[src/rtl/alu_issue_pkg.sv]
// Shared ALU opcode encodings, MIPS op/funct field values and immediate
// extension helpers for the ALU issue stage.
package alu_issue_pkg;

    typedef logic [3:0] alu_op_t;

    localparam alu_op_t ALU_SLL     = 4'd0;
    localparam alu_op_t ALU_SRL     = 4'd1;
    localparam alu_op_t ALU_SRA     = 4'd2;
    localparam alu_op_t ALU_ADD     = 4'd3;
    localparam alu_op_t ALU_SUB     = 4'd4;
    localparam alu_op_t ALU_AND     = 4'd5;
    localparam alu_op_t ALU_OR      = 4'd6;
    localparam alu_op_t ALU_XOR     = 4'd7;
    localparam alu_op_t ALU_NOR     = 4'd8;
    localparam alu_op_t ALU_SLT     = 4'd9;
    localparam alu_op_t ALU_LUI     = 4'd10;
    localparam alu_op_t ALU_ILLEGAL = 4'd15;

    localparam logic [5:0] OP_RTYPE = 6'h00;
    localparam logic [5:0] OP_BEQ   = 6'h04;
    localparam logic [5:0] OP_BNE   = 6'h05;
    localparam logic [5:0] OP_ADDI  = 6'h08;
    localparam logic [5:0] OP_ADDIU = 6'h09;
    localparam logic [5:0] OP_SLTI  = 6'h0A;
    localparam logic [5:0] OP_ANDI  = 6'h0C;
    localparam logic [5:0] OP_ORI   = 6'h0D;
    localparam logic [5:0] OP_XORI  = 6'h0E;
    localparam logic [5:0] OP_LUI   = 6'h0F;
    localparam logic [5:0] OP_LB    = 6'h20;
    localparam logic [5:0] OP_LH    = 6'h21;
    localparam logic [5:0] OP_LW    = 6'h23;
    localparam logic [5:0] OP_LBU   = 6'h24;
    localparam logic [5:0] OP_LHU   = 6'h25;
    localparam logic [5:0] OP_SB    = 6'h28;
    localparam logic [5:0] OP_SH    = 6'h29;
    localparam logic [5:0] OP_SW    = 6'h2B;

    localparam logic [5:0] F_SLL  = 6'h00;
    localparam logic [5:0] F_SRL  = 6'h02;
    localparam logic [5:0] F_SRA  = 6'h03;
    localparam logic [5:0] F_SLLV = 6'h04;
    localparam logic [5:0] F_SRLV = 6'h06;
    localparam logic [5:0] F_SRAV = 6'h07;
    localparam logic [5:0] F_ADDU = 6'h21;
    localparam logic [5:0] F_SUBU = 6'h23;
    localparam logic [5:0] F_AND  = 6'h24;
    localparam logic [5:0] F_OR   = 6'h25;
    localparam logic [5:0] F_XOR  = 6'h26;
    localparam logic [5:0] F_NOR  = 6'h27;
    localparam logic [5:0] F_SLT  = 6'h2A;

    // Operand source and destination selectors produced by decode.
    typedef enum logic [2:0] {
        SRC_ZERO,
        SRC_RS,
        SRC_RT,
        SRC_SHAMT,
        SRC_RS_LOW5,
        SRC_SIMM,
        SRC_ZIMM
    } src_t;

    typedef enum logic [1:0] {
        DST_NONE,
        DST_RD,
        DST_RT
    } dst_t;

    // Helpers extend to a wide fixed size; callers size-cast to the datapath width.
    localparam int EXT_W = 64;

    function automatic logic [EXT_W-1:0] sign_ext16(input logic [15:0] imm);
        return {{(EXT_W-16){imm[15]}}, imm};
    endfunction

    function automatic logic [EXT_W-1:0] zero_ext16(input logic [15:0] imm);
        return {{(EXT_W-16){1'b0}}, imm};
    endfunction

    function automatic logic [EXT_W-1:0] zero_ext5(input logic [4:0] val);
        return {{(EXT_W-5){1'b0}}, val};
    endfunction

endpackage

[src/rtl/alu_issue_decode.sv]
// Combinational MIPS decode: instruction word plus register values in,
// ALU opcode, both operands, destination and write-enable out.
module alu_issue_decode
    import alu_issue_pkg::*;
#(
    parameter int registers_data_width     = 32,
    parameter int alu_control_opcode_width = 4
) (
    input  logic [31:0]                         instruction,
    input  logic [registers_data_width-1:0]     rs_data,
    input  logic [registers_data_width-1:0]     rt_data,
    output logic [alu_control_opcode_width-1:0] alu_opcode,
    output logic [registers_data_width-1:0]     operand1,
    output logic [registers_data_width-1:0]     operand2,
    output logic [4:0]                          dest_reg,
    output logic                                reg_write,
    output logic                                illegal
);

    localparam int W  = registers_data_width;
    localparam int OW = alu_control_opcode_width;

    logic [5:0]  op_field;
    logic [4:0]  rt_field;
    logic [4:0]  rd_field;
    logic [4:0]  shamt_field;
    logic [5:0]  funct_field;
    logic [15:0] imm_field;

    assign op_field    = instruction[31:26];
    assign rt_field    = instruction[20:16];
    assign rd_field    = instruction[15:11];
    assign shamt_field = instruction[10:6];
    assign funct_field = instruction[5:0];
    assign imm_field   = instruction[15:0];

    alu_op_t alu_op;
    src_t    src1;
    src_t    src2;
    dst_t    dst_sel;
    logic    writes;
    logic    bad;

    always_comb begin
        alu_op  = ALU_ILLEGAL;
        src1    = SRC_ZERO;
        src2    = SRC_ZERO;
        dst_sel = DST_NONE;
        writes  = 1'b0;
        bad     = 1'b1;
        case (op_field)
            OP_RTYPE: begin
                bad     = 1'b0;
                writes  = 1'b1;
                dst_sel = DST_RD;
                src1    = SRC_RS;
                src2    = SRC_RT;
                case (funct_field)
                    F_SLL:  begin alu_op = ALU_SLL; src1 = SRC_SHAMT;   end
                    F_SRL:  begin alu_op = ALU_SRL; src1 = SRC_SHAMT;   end
                    F_SRA:  begin alu_op = ALU_SRA; src1 = SRC_SHAMT;   end
                    F_SLLV: begin alu_op = ALU_SLL; src1 = SRC_RS_LOW5; end
                    F_SRLV: begin alu_op = ALU_SRL; src1 = SRC_RS_LOW5; end
                    F_SRAV: begin alu_op = ALU_SRA; src1 = SRC_RS_LOW5; end
                    F_ADDU: alu_op = ALU_ADD;
                    F_SUBU: alu_op = ALU_SUB;
                    F_AND:  alu_op = ALU_AND;
                    F_OR:   alu_op = ALU_OR;
                    F_XOR:  alu_op = ALU_XOR;
                    F_NOR:  alu_op = ALU_NOR;
                    F_SLT:  alu_op = ALU_SLT;
                    default: begin
                        alu_op  = ALU_ILLEGAL;
                        src1    = SRC_ZERO;
                        src2    = SRC_ZERO;
                        dst_sel = DST_NONE;
                        writes  = 1'b0;
                        bad     = 1'b1;
                    end
                endcase
            end
            OP_ADDI, OP_ADDIU: begin
                alu_op = ALU_ADD; src1 = SRC_RS; src2 = SRC_SIMM;
                dst_sel = DST_RT; writes = 1'b1; bad = 1'b0;
            end
            OP_SLTI: begin
                alu_op = ALU_SLT; src1 = SRC_RS; src2 = SRC_SIMM;
                dst_sel = DST_RT; writes = 1'b1; bad = 1'b0;
            end
            OP_ANDI: begin
                alu_op = ALU_AND; src1 = SRC_RS; src2 = SRC_ZIMM;
                dst_sel = DST_RT; writes = 1'b1; bad = 1'b0;
            end
            OP_ORI: begin
                alu_op = ALU_OR; src1 = SRC_RS; src2 = SRC_ZIMM;
                dst_sel = DST_RT; writes = 1'b1; bad = 1'b0;
            end
            OP_XORI: begin
                alu_op = ALU_XOR; src1 = SRC_RS; src2 = SRC_ZIMM;
                dst_sel = DST_RT; writes = 1'b1; bad = 1'b0;
            end
            OP_LUI: begin
                alu_op = ALU_LUI; src1 = SRC_ZERO; src2 = SRC_ZIMM;
                dst_sel = DST_RT; writes = 1'b1; bad = 1'b0;
            end
            OP_LB, OP_LH, OP_LW, OP_LBU, OP_LHU: begin
                alu_op = ALU_ADD; src1 = SRC_RS; src2 = SRC_SIMM;
                dst_sel = DST_RT; writes = 1'b1; bad = 1'b0;
            end
            // Stores compute the address only; nothing is written back.
            OP_SB, OP_SH, OP_SW: begin
                alu_op = ALU_ADD; src1 = SRC_RS; src2 = SRC_SIMM;
                bad = 1'b0;
            end
            OP_BEQ, OP_BNE: begin
                alu_op = ALU_SUB; src1 = SRC_RS; src2 = SRC_RT;
                bad = 1'b0;
            end
            default: ;
        endcase
    end

    always_comb begin
        operand1 = '0;
        case (src1)
            SRC_RS:      operand1 = rs_data;
            SRC_RT:      operand1 = rt_data;
            SRC_SHAMT:   operand1 = W'(zero_ext5(shamt_field));
            SRC_RS_LOW5: operand1 = W'(zero_ext5(rs_data[4:0]));
            SRC_SIMM:    operand1 = W'(sign_ext16(imm_field));
            SRC_ZIMM:    operand1 = W'(zero_ext16(imm_field));
            default:     operand1 = '0;
        endcase
    end

    always_comb begin
        operand2 = '0;
        case (src2)
            SRC_RS:      operand2 = rs_data;
            SRC_RT:      operand2 = rt_data;
            SRC_SHAMT:   operand2 = W'(zero_ext5(shamt_field));
            SRC_RS_LOW5: operand2 = W'(zero_ext5(rs_data[4:0]));
            SRC_SIMM:    operand2 = W'(sign_ext16(imm_field));
            SRC_ZIMM:    operand2 = W'(zero_ext16(imm_field));
            default:     operand2 = '0;
        endcase
    end

    always_comb begin
        dest_reg = 5'd0;
        case (dst_sel)
            DST_RD:  dest_reg = rd_field;
            DST_RT:  dest_reg = rt_field;
            default: dest_reg = 5'd0;
        endcase
    end

    // $zero is never a real write target.
    assign reg_write  = writes && (dest_reg != 5'd0);
    assign illegal    = bad;
    assign alu_opcode = OW'(alu_op);

endmodule

[src/rtl/alu_issue_stage.sv]
// ID/EX issue stage: decodes an instruction and holds the ALU request in a
// single-entry valid/ready register with flush and a saturating issue counter.
module alu_issue_stage
    import alu_issue_pkg::*;
#(
    parameter int registers_data_width     = 32,
    parameter int alu_control_opcode_width = 4,
    parameter int count_width              = 16
) (
    input  logic                                clk,
    input  logic                                rst_n,
    input  logic                                in_valid,
    output logic                                in_ready,
    input  logic [31:0]                         in_instruction,
    input  logic [registers_data_width-1:0]     in_rs_data,
    input  logic [registers_data_width-1:0]     in_rt_data,
    input  logic                                flush,
    output logic                                out_valid,
    input  logic                                out_ready,
    output logic [alu_control_opcode_width-1:0] out_alu_opcode,
    output logic [registers_data_width-1:0]     out_operand1,
    output logic [registers_data_width-1:0]     out_operand2,
    output logic [4:0]                          out_dest_reg,
    output logic                                out_reg_write,
    output logic                                out_illegal,
    output logic [count_width-1:0]              out_issue_count
);

    localparam int W  = registers_data_width;
    localparam int OW = alu_control_opcode_width;

    logic [OW-1:0] dec_opcode;
    logic [W-1:0]  dec_operand1;
    logic [W-1:0]  dec_operand2;
    logic [4:0]    dec_dest_reg;
    logic          dec_reg_write;
    logic          dec_illegal;

    alu_issue_decode #(
        .registers_data_width     (W),
        .alu_control_opcode_width (OW)
    ) u_decode (
        .instruction (in_instruction),
        .rs_data     (in_rs_data),
        .rt_data     (in_rt_data),
        .alu_opcode  (dec_opcode),
        .operand1    (dec_operand1),
        .operand2    (dec_operand2),
        .dest_reg    (dec_dest_reg),
        .reg_write   (dec_reg_write),
        .illegal     (dec_illegal)
    );

    logic                   valid_reg;
    logic [OW-1:0]          opcode_reg;
    logic [W-1:0]           operand1_reg;
    logic [W-1:0]           operand2_reg;
    logic [4:0]             dest_reg_reg;
    logic                   reg_write_reg;
    logic                   illegal_reg;
    logic [count_width-1:0] count_reg;
    logic [count_width-1:0] count_next;
    logic                   load;

    // Ready depends only on the held state and the downstream ready.
    assign in_ready   = !valid_reg || out_ready;
    assign load       = in_valid && in_ready && !flush;
    assign count_next = (count_reg == '1) ? count_reg : count_reg + count_width'(1);

    always_ff @(posedge clk or negedge rst_n) begin
        if (!rst_n) begin
            valid_reg <= 1'b0;
        end else if (flush) begin
            valid_reg <= 1'b0;
        end else if (load) begin
            valid_reg <= 1'b1;
        end else if (out_ready) begin
            valid_reg <= 1'b0;
        end
    end

    // Payload changes only on load so an idle stage still shows the last entry.
    always_ff @(posedge clk or negedge rst_n) begin
        if (!rst_n) begin
            opcode_reg    <= '0;
            operand1_reg  <= '0;
            operand2_reg  <= '0;
            dest_reg_reg  <= '0;
            reg_write_reg <= 1'b0;
            illegal_reg   <= 1'b0;
        end else if (load) begin
            opcode_reg    <= dec_opcode;
            operand1_reg  <= dec_operand1;
            operand2_reg  <= dec_operand2;
            dest_reg_reg  <= dec_dest_reg;
            reg_write_reg <= dec_reg_write;
            illegal_reg   <= dec_illegal;
        end
    end

    always_ff @(posedge clk or negedge rst_n) begin
        if (!rst_n) begin
            count_reg <= '0;
        end else if (load) begin
            count_reg <= count_next;
        end
    end

    assign out_valid       = valid_reg;
    assign out_alu_opcode  = opcode_reg;
    assign out_operand1    = operand1_reg;
    assign out_operand2    = operand2_reg;
    assign out_dest_reg    = dest_reg_reg;
    assign out_reg_write   = reg_write_reg;
    assign out_illegal     = illegal_reg;
    assign out_issue_count = count_reg;

endmodule

[config.mk]
export PLATFORM = sky130hd
export DESIGN_NAME = alu_issue_stage
export DESIGN_NICKNAME = d
export VERILOG_FILES = /design/src/rtl/alu_issue_pkg.sv /design/src/rtl/alu_issue_decode.sv /design/src/rtl/alu_issue_stage.sv
export SDC_FILE = /design/constraint.sdc
export NUM_CORES = 1
export LEC_CHECK = 0
export ABC_AREA = 1
export CELL_PAD_IN_SITES_DETAIL_PLACEMENT = 0
export CELL_PAD_IN_SITES_GLOBAL_PLACEMENT = 1
export CORE_ASPECT_RATIO = 0.6
export CORE_MARGIN = 2
export CORE_UTILIZATION = 23
export DETAILED_ROUTE_END_ITERATION = 10
export PLACE_DENSITY = 0.76
export SETUP_SLACK_MARGIN = 0.02
export SLEW_MARGIN = 20
export SYNTH_ARGS = -nofsm -noshare
export SYNTH_HDL_FRONTEND = slang
export SYNTH_SLANG_ARGS = --single-unit
export TNS_END_PERCENT = 30
[constraint.sdc]
create_clock -name clk -period 1.6 [get_ports clk]
set_clock_uncertainty 0.05 [all_clocks]
set_input_delay 0.16 -clock clk [delete_from_list [all_inputs] [get_ports clk]]
set_output_delay 0.16 -clock clk [all_outputs]
set_load 0.005 [all_outputs]
# Word level (Yosys, flattened, before mapping)
# Cells that the tools add are included.
[op_classes]
add_sub_neg = 1
n_eq_ne = 44
mux = 18
bitwise = 1
reduce_logical = 25
[ops]
columns = ["operator", "count"]
rows = [
  ["one-hot mux 32 bit (6 select lines)", 2],
  ["== test 6 bit, second input constant", 15],
  ["== test 6 x 4 -> 1 bit, second input constant", 7],
  ["one-hot mux 4 bit (10 select lines)", 1],
  ["one-hot mux 4 bit (8 select lines)", 1],
  ["== test 6 x 3 -> 1 bit, second input constant", 5],
  ["== test 3 bit, second input constant", 6],
  ["OR reduction 17 bit", 1],
  ["adder 16 x 1 -> 16 bit, second input constant", 1],
  ["== test 16 bit, second input constant", 1],
  ["OR reduction 16 bit", 1],
  ["OR reduction 13 bit", 1],
  ["== test 3 x 2 -> 1 bit, second input constant", 4],
  ["== test 6 x 2 -> 1 bit, second input constant", 2],
  ["zero test 6 bit", 2],
  ["one-hot mux 3 bit (4 select lines)", 1],
  ["OR reduction 12 bit", 1],
  ["OR reduction 11 bit", 1],
  ["one-hot mux 5 bit (2 select lines)", 1],
  ["OR reduction 10 bit", 1],
  ["one-hot mux 3 bit (3 select lines)", 1],
  ["OR reduction 2 bit", 4],
  ["OR reduction 7 bit", 1],
  ["== test 3 x 1 -> 1 bit, second input constant", 2],
  ["16 further kinds", 26],
]
[totals]
reg_bits = 92
in_bits = 101
output_inout_bits = 93
elab_cells = 97

# Logic depth before layout (Yosys ltp)
[logic_depth]
word_depth = 8
ltp_mapped = 17

# Modules after synthesis
# A second synthesis with hierarchy kept.
[unflattened]
cells_unflattened = 795
area_unflattened_um2 = 5536.6
[modules_own_cells]
columns = ["mod", "instances", "cells_each", "area_per_inst_um2"]
rows = [
  ["alu_issue_stage", 1, 482, 3960.0],
  ["alu_issue_decode", 1, 313, 1576.5],
]

# Worst setup path after synthesis
# No wires, ideal clock.
[synth_path]
path_kind = "input to register"
from = "input in_instruction[27]"
to = "register reg_write_reg, in the netlist out_reg_write"
arrival_ps = 1656
required_time_ps = 1434
slack_ps = -222
stages = 16
n_path_buf = 0
cell_sequence = "inv_2 -> nor2_2 -> nand3_1 -> nand3_1 -> or2_2 -> nor2_1 -> inv_1 -> ha_1 -> nand2_1 -> o21ai_0 -> nand2_1 -> nand4_1 -> nand2_1 -> nand2_1 -> nand2_1 -> nand2_1"
[synth_via]
elab_chain_cells = 7
[synth_rtl]
columns = ["item", "line", "source"]
rows = [
  ["start, declared", "alu_issue_stage.sv:14", "input logic [31:0] in_instruction,"],
  ["== test 6 x 4 -> 1 bit / == test 6 bit (equally long branches)", "alu_issue_decode.sv:51", "case (op_field)"],
  ["OR reduction 12 bit (no source line)", "--", ""],
  ["one-hot mux 2 bit (2 select lines)", "alu_issue_decode.sv:51", ""],
  ["== test 2 bit / == test 2 x 1 -> 1 bit (equally long branches)", "alu_issue_decode.sv:151", "case (dst_sel)"],
  ["one-hot mux 5 bit (2 select lines)", "alu_issue_decode.sv:151", ""],
  ["nonzero test 5 bit", "alu_issue_decode.sv:159", "assign reg_write = writes && (dest_reg != 5'd0);"],
  ["logical AND 1 bit (*)", "alu_issue_decode.sv:159", ""],
  ["end signal, assigned", "alu_issue_stage.sv:96", "reg_write_reg <= dec_reg_write;"],
  ["end, declared", "alu_issue_stage.sv:59", "logic reg_write_reg;"],
]
# Every way passes the cells marked *; elsewhere a longest branch is shown, timed or not.
# A chain may end at the register's enable or synchronous reset.

# Worst setup path in the final report
[layout_path]
from = "input in_instruction[30]"
to = "register opcode_reg[0], in the netlist out_alu_opcode[0]"
[layout_via]
elab_chain_cells = 3
[layout_rtl]
columns = ["item", "line", "source"]
rows = [
  ["== test 6 x 4 -> 1 bit (tied with other cells)", "alu_issue_decode.sv:51", ""],
  ["OR reduction 10 bit (no source line) / OR reduction 2 bit (equally long branches)", "--", ""],
  ["one-hot mux 4 bit (8 select lines) (*)", "alu_issue_decode.sv:51", ""],
  ["end signal, assigned", "alu_issue_stage.sv:92", "opcode_reg <= dec_opcode;"],
  ["end, declared", "alu_issue_stage.sv:55", "logic [OW-1:0] opcode_reg;"],
]
# Marked as above.

==> results.cfg <==
[pwr]
power_density_mw_per_mm2 = 800.7
ir_drop_mv = 0.5112
leakage_nw = 4.430

[cts]
insertion_delay_ns = 0.34
cts_buffers = 9
cts_max_level = 3
cts_root_buf = clkbuf_16
path_clk_slew_ns = 0.07
cts.sinks = 92
clock_path_buffers = 2
cts_tree = built

[finish]
area_growth_pct = 75.22
instances_no_fill = 1241
final_util = 0.4117
layout-drive-gt1-share = 0.2672
nets = 1061
antenna_cells = 0

[timing]
slew_headroom = 0.7144
tns_ns = -0.05919
worst_slack_ns = -0.01918
worst_slew_pin_slew_ns = 0.4284
setup-violations-final = 6
hold_violations = 0
grt_setup_unrepaired = true
max_freq_mhz = 617.6
finalCritPeriodShare = 1.012
slew_violations = 0
period_needed_ns = 1.619

[synth]
synth-seq-cells = 92
synth_fa_ha_area_frac = 0.007578
synth_compound_area_frac = 0.05279
syn_area_per_cell_um2 = 7.528
yosys.area_share.simple = 0.3718
synth_area_mm2 = 0.004954
synth_top_family_by_area = simple AND/OR/NAND/NOR gates
synth_fp_nets = 762
synth_warnings = 0
synth_cell_type_count = 34
synthXorXnorAreaFrac = 0.02652
muxShareOfSynthArea = 0.006820
syn_inst = 658
yosysSeqAreaShare = 0.4648

[floorplanning]
fp.dieH_um = 117.7
num_rows = 41
dieArea_mm2 = 0.02277
ios = 194
start_util = 0.2349
core-area_mm2 = 0.02108
die_w_um = 193.5

[global_route]
grt_usage = 0.1668
first_global_vias = 5232
grt_max_degree = 43
antenna_found_initial = 0
overflow = 0
grt_pass1_wl_um = 29790

[run_status]
violations = negative setup slack
status = complete, but fails checks

[worst_setup_path]
path_max_fanout = 5
crit_arrival_ns = 1.80
crit_type = in -> reg
end_kind = register
cp.required_ns = 1.78
cp-start-kind = input pin

[routing]
first_pass_iters = 5
drt_wl_total_um = 18960
antenna_left = 0
via_per_inst = 4.395
wire_per_inst_um = 15.28
num_vias = 5454
drc = 0
first_iter_violations = 313

[job]
max_cap_violations = 0

[placed_design]
dp_hpwl_um = 13870
io_buffers = 188
gp_congestion = 0.8820
place_inst = 1197

[worst_hold_path]
hp-class = in -> async
worst paths after layout:
check,slack [ns],depth (start not counted),from,endpoint
setup reg to reg,-0.01,9,out_issue_count[1]$_DFFE_PN0P_,out_issue_count[6]$_DFFE_PN0P_
hold reg to reg,0.43,2,out_reg_write$_DFFE_PN0P_,out_reg_write$_DFFE_PN0P_
setup / recovery,-0.02,15,in_instruction[30],out_alu_opcode[0]$_DFFE_PN0P_
hold / removal,0.18,2,rst_n,out_operand1[23]$_DFFE_PN0P_
max in group asynchronous,0.77,3,rst_n,out_operand2[6]$_DFFE_PN0P_
min in group clk,0.21,5,in_instruction[1],out_operand2[1]$_DFFE_PN0P_
synthesized netlist by cell type:
| cell | instances | area, um2 |
|---|---|---|
| nor2_2 | 7 | 43.79 |
| and2_4 | 1 | 8.760 |
| nand3b_1 | 1 | 7.510 |
| buf_4 | 3 | 22.52 |
| or2_1 | 1 | 6.260 |
| or2_2 | 1 | 6.260 |
| buf_12 | 2 | 40.04 |
| nand3_2 | 22 | 220.2 |
| o21ai_0 | 27 | 135.1 |
| nor4_1 | 1 | 6.260 |
| nor3_1 | 2 | 10.01 |
| nand3_1 | 51 | 255.2 |
| dfrtp_1 | 92 | 2302 |
| nand2_2 | 2 | 12.51 |
| buf_2 | 7 | 35.03 |
| nor2_1 | 41 | 153.9 |
| inv_1 | 44 | 165.2 |
| xor2_1 | 10 | 87.58 |
| ha_1 | 3 | 37.54 |
| inv_2 | 5 | 18.77 |
| a21oi_1 | 5 | 25.02 |
| buf_1 | 3 | 11.26 |
| nand2_1 | 281 | 1055 |
| a211oi_1 | 1 | 7.510 |
| nand4_1 | 7 | 43.79 |
| xnor2_1 | 5 | 43.79 |
| o211ai_1 | 4 | 30.03 |
| clkbuf_1 | 11 | 41.29 |
| or2_0 | 1 | 6.260 |
| a31oi_1 | 3 | 18.77 |
| buf_6 | 1 | 11.26 |
| mux2_2 | 3 | 33.78 |
| and3_1 | 1 | 6.260 |
| o21ai_1 | 9 | 45.04 |
cell usage in the layout, fill, tap and decap left out, types with 5 or more instances in the layout:
cell type	synthesis	routed
nand2_2	2	13
buf_6	1	11
o21ai_1	9	17
dfrtp_1	92	92
dlymetal6s2s_1	0	12
xor2_1	10	10
nand3_1	51	39
buf_4	3	115
o21ai_0	27	15
nor2_4	0	9
inv_2	5	10
nor2_1	41	26
nand3_2	22	34
buf_12	2	6
xnor2_1	5	5
inv_1	44	33
nor2_2	7	13
clkbuf_2	0	5
clkbuf_16	0	9
nand2_1	281	267
nand4_1	7	7
clkdlybuf4s50_1	0	160
per-stage QoR:
stage          worst slack (ns)  area (um2)  power, W  hold WS [ns]
6_report               -0.01918        8680  0.006950        0.1845
5_1_grt                 -0.1274        8680  0.007362        0.1849
4_1_cts                -0.05167        8483  0.007027        0.1780
3_5_place_dp            -0.7983        7959  0.004664       0.01875
3_3_place_gp            -0.7460        7959  0.004648       0.01452
2_1_floorplan         -0.008126        5076  0.003409       -0.1856
power by group:
group / internal (W) / switching (W)
registers: 0.00258 / 0.000158
clock network: 0.00125 / 0.00102
logic: 0.00108 / 0.000863
kinds of logic after synthesis:
family                   after synthesis
AO/OA/AOI/OAI                         49
XOR/XNOR                              15
adder cells (fa/ha/maj)                3
buffers and inverters                 76
flip-flops                            92
multiplexers                           3
AND/OR/NAND/NOR                      420
what timing repair did:
action | CTS | global route
hold buffers | 1 | 0
setup endpoints to repair | 85 | 98
cloned | 1 | 0
gates resized for setup | 53 | 91
pin swaps | 23 | 32
endpoints found under the hold margin | 92 | 0
buffers inserted | 17 | 11
critical path, cell delays in order:
cell and delay, ns:
buf_6 0.10, buf_6 0.12, nor2_4 0.17, nand3_2 0.14
buf_4 0.16, buf_4 0.12, buf_4 0.12, buf_4 0.12
buf_4 0.13, nand3_2 0.07, nor2_2 0.05, nand3_2 0.09
nand3_1 0.08, nor2_1 0.12, nor2_1 0.06
cell type report:
| cell class | instances | area, um2 |
|---|---|---|
| fillers | 2141 | 12400 |
| repair buffers | 314 | 2935 |
| multi-input cells | 491 | 2570 |
| flip-flops and latches | 92 | 2302 |
| well taps | 279 | 349.1 |
| clock buffers | 9 | 225.2 |
| inverters | 49 | 210.2 |
| clock inverters | 7 | 87.58 |
metal layers:
metal  vias to the layer above  part of all wire  global-route usage
met5                         -                 0                   0
li1                       2681                 -                   -
met4                         0            0.0092             0.02767
met3                        19             0.089             0.05817
met2                       203              0.38              0.2221
met1                      2551              0.52              0.2561
(Power assumes the default switching activity.)
